**src/rtl/ram_loader_pkg.sv**
```systemverilog
// ram_loader_pkg: shared types and constants for the ram_loader slice.
//   WORD_W  - width of a Hack RAM word
//   op_e    - command opcodes as carried on cmd_op
//   state_e - sequencer states
package ram_loader_pkg;

  localparam int WORD_W = 16;

  typedef enum logic [1:0] {
    OP_CLEAR = 2'b00,
    OP_LOAD  = 2'b01,
    OP_DUMP  = 2'b10,
    OP_RSVD  = 2'b11
  } op_e;

  typedef enum logic [2:0] {
    S_IDLE  = 3'd0,
    S_CLEAR = 3'd1,
    S_LOAD  = 3'd2,
    S_DUMP  = 3'd3,
    S_DONE  = 3'd4
  } state_e;

endpackage

```
**src/rtl/ram_loader_addr_ctr.sv**
```systemverilog
// ram_loader_addr_ctr: wrapping RAM address pointer plus remaining-word count.
// Ports:
//   clk, reset - clock, synchronous active-high reset
//   load       - capture base/count (pointer = base, remaining = count)
//   base       - first address of the command
//   count      - number of words, 0..SIZE
//   step       - one word transferred: advance pointer, decrement remaining
//   ptr        - current RAM address
//   last       - remaining == 1, i.e. the current transfer is the final one
module ram_loader_addr_ctr #(
  parameter int ADDR_W = 3
) (
  input  logic              clk,
  input  logic              reset,
  input  logic              load,
  input  logic [ADDR_W-1:0] base,
  input  logic [ADDR_W:0]   count,
  input  logic              step,
  output logic [ADDR_W-1:0] ptr,
  output logic              last
);

  logic [ADDR_W:0] remaining;

  // SIZE is a power of two, so natural overflow of ptr is the modulo-SIZE wrap.
  always_ff @(posedge clk) begin
    if (reset) begin
      ptr       <= '0;
      remaining <= '0;
    end else if (load) begin
      ptr       <= base;
      remaining <= count;
    end else if (step && (remaining != '0)) begin
      ptr       <= ptr + ADDR_W'(1);
      remaining <= remaining - (ADDR_W+1)'(1);
    end
  end

  assign last = (remaining == (ADDR_W+1)'(1));

endmodule

```
**src/rtl/ram_loader.sv**
```systemverilog
// ram_loader: command-driven sequencer in front of a Hack RAM block.
// Executes CLEAR (zero-fill), LOAD (stream in) and DUMP (stream out) over a
// wrapping address range, owning the RAM address/in/load pins.
// Ports:
//   clk, reset                          - clock, synchronous active-high reset
//   cmd_valid/ready, cmd_op/base/count  - command handshake and fields
//   s_valid/ready, s_data               - LOAD input stream
//   m_valid/ready, m_data               - DUMP output stream
//   ram_address, ram_in, ram_load       - RAM write/address pins
//   ram_out                             - RAM combinational read data
//   busy, done, error                   - status (done is a one-cycle pulse,
//                                         error is sticky until next accept)
//   checksum                            - only with RAM_LOADER_CHECKSUM_EN:
//                                         mod-2^16 sum of transferred words
//
// state   | meaning
// S_IDLE  | waiting for a command, cmd_ready high
// S_CLEAR | writing zero, one word per cycle
// S_LOAD  | writing stream words as they arrive
// S_DUMP  | presenting RAM words on the output stream
// S_DONE  | one-cycle completion pulse, then back to idle
module ram_loader
  import ram_loader_pkg::*;
#(
  parameter  int SIZE   = 8,
  localparam int ADDR_W = $clog2(SIZE)
) (
  input  logic              clk,
  input  logic              reset,
  input  logic              cmd_valid,
  output logic              cmd_ready,
  input  logic [1:0]        cmd_op,
  input  logic [ADDR_W-1:0] cmd_base,
  input  logic [ADDR_W:0]   cmd_count,
  input  logic              s_valid,
  output logic              s_ready,
  input  logic [WORD_W-1:0] s_data,
  output logic              m_valid,
  input  logic              m_ready,
  output logic [WORD_W-1:0] m_data,
  output logic [ADDR_W-1:0] ram_address,
  output logic [WORD_W-1:0] ram_in,
  output logic              ram_load,
  input  logic [WORD_W-1:0] ram_out,
  output logic              busy,
  output logic              done,
  output logic              error
`ifdef RAM_LOADER_CHECKSUM_EN
  ,
  output logic [WORD_W-1:0] checksum
`endif
);

  localparam logic [ADDR_W:0] SIZE_CNT = (ADDR_W+1)'(SIZE);

  state_e      state;
  op_e         op_in;
  logic        accept;
  logic        bad_cmd;
  logic        empty_cmd;
  logic        ctr_load;
  logic        xfer;
  logic        last;
  logic [ADDR_W-1:0] ptr;

  assign op_in     = op_e'(cmd_op);
  assign accept    = cmd_valid && cmd_ready;
  assign bad_cmd   = (cmd_count > SIZE_CNT) || (op_in == OP_RSVD);
  assign empty_cmd = (cmd_count == '0);
  assign ctr_load  = accept && !bad_cmd && !empty_cmd;

  // One word moves on this edge.
  assign xfer = !reset && ((state == S_CLEAR) ||
                           ((state == S_LOAD) && s_valid) ||
                           ((state == S_DUMP) && m_ready));

  ram_loader_addr_ctr #(.ADDR_W(ADDR_W)) u_addr_ctr (
    .clk   (clk),
    .reset (reset),
    .load  (ctr_load),
    .base  (cmd_base),
    .count (cmd_count),
    .step  (xfer),
    .ptr   (ptr),
    .last  (last)
  );

  always_ff @(posedge clk) begin
    if (reset) begin
      state <= S_IDLE;
      busy  <= 1'b0;
      done  <= 1'b0;
      error <= 1'b0;
    end else begin
      done <= 1'b0;
      case (state)
        S_IDLE: begin
          if (accept) begin
            error <= bad_cmd;
            if (bad_cmd || empty_cmd) begin
              state <= S_DONE;
              done  <= 1'b1;
            end else begin
              busy <= 1'b1;
              case (op_in)
                OP_CLEAR: state <= S_CLEAR;
                OP_LOAD:  state <= S_LOAD;
                default:  state <= S_DUMP;
              endcase
            end
          end
        end
        S_CLEAR, S_LOAD, S_DUMP: begin
          if (xfer && last) begin
            state <= S_DONE;
            busy  <= 1'b0;
            done  <= 1'b1;
          end
        end
        default: state <= S_IDLE;
      endcase
    end
  end

  // Handshake and write strobes are forced low during reset so nothing
  // transfers or writes in the reset cycle.
  assign cmd_ready   = !reset && (state == S_IDLE);
  assign s_ready     = !reset && (state == S_LOAD);
  assign m_valid     = !reset && (state == S_DUMP);
  assign ram_load    = !reset && ((state == S_CLEAR) || ((state == S_LOAD) && s_valid));
  assign ram_in      = (state == S_LOAD) ? s_data : '0;
  assign ram_address = ptr;
  assign m_data      = ram_out;

`ifdef RAM_LOADER_CHECKSUM_EN
  logic [WORD_W-1:0] xfer_data;

  always_comb begin
    xfer_data = '0;
    if (state == S_LOAD)      xfer_data = s_data;
    else if (state == S_DUMP) xfer_data = ram_out;
  end

  always_ff @(posedge clk) begin
    if (reset || accept) checksum <= '0;
    else if (xfer)       checksum <= checksum + xfer_data;
  end
`endif

endmodule

```
**config.mk**
```make
export PLATFORM = sky130hd
export DESIGN_NAME = ram_loader
export DESIGN_NICKNAME = d
export VERILOG_FILES = /design/src/rtl/ram_loader_pkg.sv /design/src/rtl/ram_loader_addr_ctr.sv /design/src/rtl/ram_loader.sv
export SDC_FILE = /design/constraint.sdc
export NUM_CORES = 1
export LEC_CHECK = 0
export CAP_MARGIN = 20
export CORE_MARGIN = 2
export CORE_UTILIZATION = 45
export CTS_CLUSTER_SIZE = 10
export DETAILED_ROUTE_END_ITERATION = 10
export DONT_BUFFER_PORTS = 1
export GPL_ROUTABILITY_DRIVEN = 0
export SLEW_MARGIN = 10
export SYNTH_ARGS = -nofsm -noshare
export SYNTH_HDL_FRONTEND = slang
export SYNTH_SLANG_ARGS = --single-unit
```
**constraint.sdc**
```tcl
create_clock -name clk -period 2.2 [get_ports clk]
set_input_delay 0.66 -clock clk [delete_from_list [all_inputs] [get_ports clk]]
set_output_delay 0.66 -clock clk [all_outputs]
set_load 0.05 [all_outputs]
```
==> results.json <==
{
  "status": "finished clean",
  "crit_path_end": "ram_in[13]",
  "placed_area_mm2": 0.00128,
  "endpoint_kind": "primary output",
  "crit_cells": 4,
  "ioPinCount": 88,
  "grt_setup_unrepaired": "false",
  "powerDensity_mw_per_mm2": 493,
  "nets": 180,
  "reg2reg_to": "state[0]",
  "post_cts_buffers": 0,
  "port_buffers": 0,
  "fmax_mhz": 476,
  "die_w_um": 51.5,
  "routed_wl_um": 2460,
  "ir_worst_vdd_mv": 0.234,
  "via_count": 837,
  "syn_nets": 172,
  "numClockSinks": 13,
  "timing.final.crit_share": 0.956,
  "syn_avg_cell_area_um2": 8.24,
  "hold_viol": 0,
  "initial_utilization": 0.467,
  "synth_seq_cells": 13,
  "finalWorstSetupSlack_ns": 0.0977,
  "relSlewSlack": 0.641,
  "fin_tns_setup_ns": 0,
  "synth_edf_count": 0,
  "grt_pass1_vias": 773,
  "antenna_found_initial": 0,
  "drtAntennaViolNets": 0,
  "n_fill_cell": 197,
  "setup_violations": 0,
  "crit_chain": "nor3_4 > buf_4 > and2_1 > buf_12",
  "pre_cts_ws_ns": 0.241,
  "grt_use_met2": 0.295,
  "cap_violations": 0,
  "hold_depth": 1,
  "cts_max_level": 1,
  "synth_ff_type": "dfxtp_1",
  "clock-skew-final_ns": 0.00527,
  "instances_no_fill": 158,
  "slowest_delay_ns": 0.41,
  "yosysWarnings": 0,
  "path_buf_inv": 2,
  "crit_family": "simple AND/OR/NAND/NOR gates",
  "syn_inst": 123,
  "cts_buffers": 3,
  "final_cell_area_mm2": 0.00133,
  "finalMaxSlewViolations": 0,
  "yosysUniqueCellTypes": 38,
  "ys_async_sr_fraction": 0,
  "critPathRequiredTime_ns": 1.54,
  "cts_hold_buf": 0,
  "grt_max_degree": 17,
  "path_max_fanout": 8,
  "dp.cells": 153,
  "clk_pin_slew_ns": 0.08,
  "rows": 17,
  "clk_path_buf_depth": 2,
  "dieArea_mm2": 0.00265,
  "p_total_mw": 0.654,
  "worst_slew_pin_slew_ns": 0.538,
  "rr_startpoint": "state[2]",
  "use_met1": 0.190,
  "avgRoutedWirePerCell_um": 15.6,
  "worst_r2r_path_depth": 5,
  "die_height_um": 51.5,
  "hold_class": "input pin to flop",
  "overflow": 0,
  "drt-initial-drc-count": 15,
  "tritoncts": "done",
  "grt_pass1_wl_um": 3470,
  "final_layout_size_suffix_gt1_frac": 0.338,
  "clock_latency_ns": 0.28,
  "drc": 0,
  "fin_crit_ns": 2.10,
  "insertedDiodeCount": 0,
  "leakage_nw": 0.523,
  "track_usage": 0.178,
  "fp.coreArea_mm2": 0.00217,
  "crit_type": "flop to primary output",
  "vias_per_cell": 5.30,
  "arrival_ns": 1.44,
  "grt-busiest-layer": "met2",
  "use_met3": 0.0848,
  "setup.worst_path.start": "state[2]",
  "post-dp-hpwl_um": 1990,
  "startpoint_type": "flop",
  "area_growth_pct": 30.9,
  "synthesis.area_mm2": 0.00101,
  "cpMaxStageDelayCell": "dfxtp_1",
  "r2r_setup_slack_ns": 0.49,
  "drtPass1Iterations": 4,
  "seq_area_frac_synth": 0.257,
  "cts-root-buf": "clkbuf_4"
}
==> state kept, by name (all words and copies together) (netlist names) <==
register and count:
busy 1, state 3, error 1, u_addr_ctr.remaining 4, done 1, u_addr_ctr.ptr 3
==> cells by family (layout without fill, tap and decap cells) <==
logic type / after synthesis / count (layout) / share of synthesized area
simple gates: 51 / 51 / 0.301
compound gates: 25 / 25 / 0.185
buf+inv: 25 / 32 / 0.167
flops: 13 / 13 / 0.257
xor+xnor: 5 / 5 / 0.0432
fa+ha+maj: 3 / 3 / 0.0370
mux: 1 / 1 / 0.00988
==> per-stage QoR <==
| stage | utilization | hold slack, ns |
|---|---|---|
| 6_report | 0.611 | 0.428 |
| 5_1_grt | 0.611 | 0.418 |
| 4_1_cts | 0.602 | 0.425 |
| 3_5_place_dp | 0.589 | 0.572 |
| 3_3_place_gp | 0.589 | 0.561 |
| 2_1_floorplan | - | 0.535 |
==> synth_stat cells, drive strengths merged, types with 4 or more instances <==
cell type	instances	area share
and2	18	0.11
nand2	6	0.022
a211oi	4	0.049
buf	19	0.14
a21oi	7	0.038
nor3	4	0.025
o21ai	5	0.028
inv	5	0.019
dfxtp	13	0.26
nor2	8	0.030
==> layer usage <==
metal	routed length, um	vias to the layer above
li1	-	421
met1	909	365
met2	1250	39
met3	252	12
met4	45	0
met5	0	-
==> final cells by class <==
| type | count | area, um2 | area share |
|---|---|---|---|
| Inverter | 5 | 18.8 | 0.0142 |
| Multi-Input combinational cell | 85 | 611 | 0.460 |
| Clock buffer | 4 | 26.3 | 0.0198 |
| Timing Repair Buffer | 23 | 373 | 0.281 |
| Tap cell | 28 | 35.0 | 0.0264 |
| Sequential cell | 13 | 263 | 0.198 |
==> layout by cell type (no fill, tap or decap), types with 2 or more instances in the layout <==
master and count:
a211oi_2 4, a21o_1 2, a21oi_1 5, a21oi_2 2, and2_1 17, buf_12 16, buf_4 7, clkbuf_4 3
dfxtp_1 11, dfxtp_2 2, ha_1 3, inv_1 3, inv_2 2, nand2_1 6, nand3_1 2, nand4_1 2
nor2_1 8, nor3_2 2, o21ai_0 4, o31ai_1 2, o32ai_1 2, or2_1 2, xnor2_1 2, xor2_1 3
==> how the worst min path moves through the flow <==
stage	from	to	slack (ns)
after floorplan	u_addr_ctr.remaining[1]	u_addr_ctr.remaining[1]	0.53
after global placement	u_addr_ctr.remaining[1]	u_addr_ctr.remaining[1]	0.56
after detailed placement	u_addr_ctr.remaining[1]	u_addr_ctr.remaining[1]	0.57
after CTS	reset	u_addr_ctr.remaining[2]	0.43
after global routing	reset	u_addr_ctr.ptr[2]	0.42
final	reset	u_addr_ctr.remaining[2]	0.43
==> what timing repair did <==
item | 4_1_cts | 5_1_grt
gates resized for setup | 1 | 6
endpoints found under the setup margin | 16 | 16
gates cloned | 0 | 1
pin swaps | 0 | 1
==> power by group <==
part	leakage [nW]	switching (mW)	internal, mW
Clock	0.0150	0.0826	0.0704
Combinational	0.401	0.111	0.0863
Sequential	0.107	0.0504	0.253
Power figures use the tool's default switching activity.
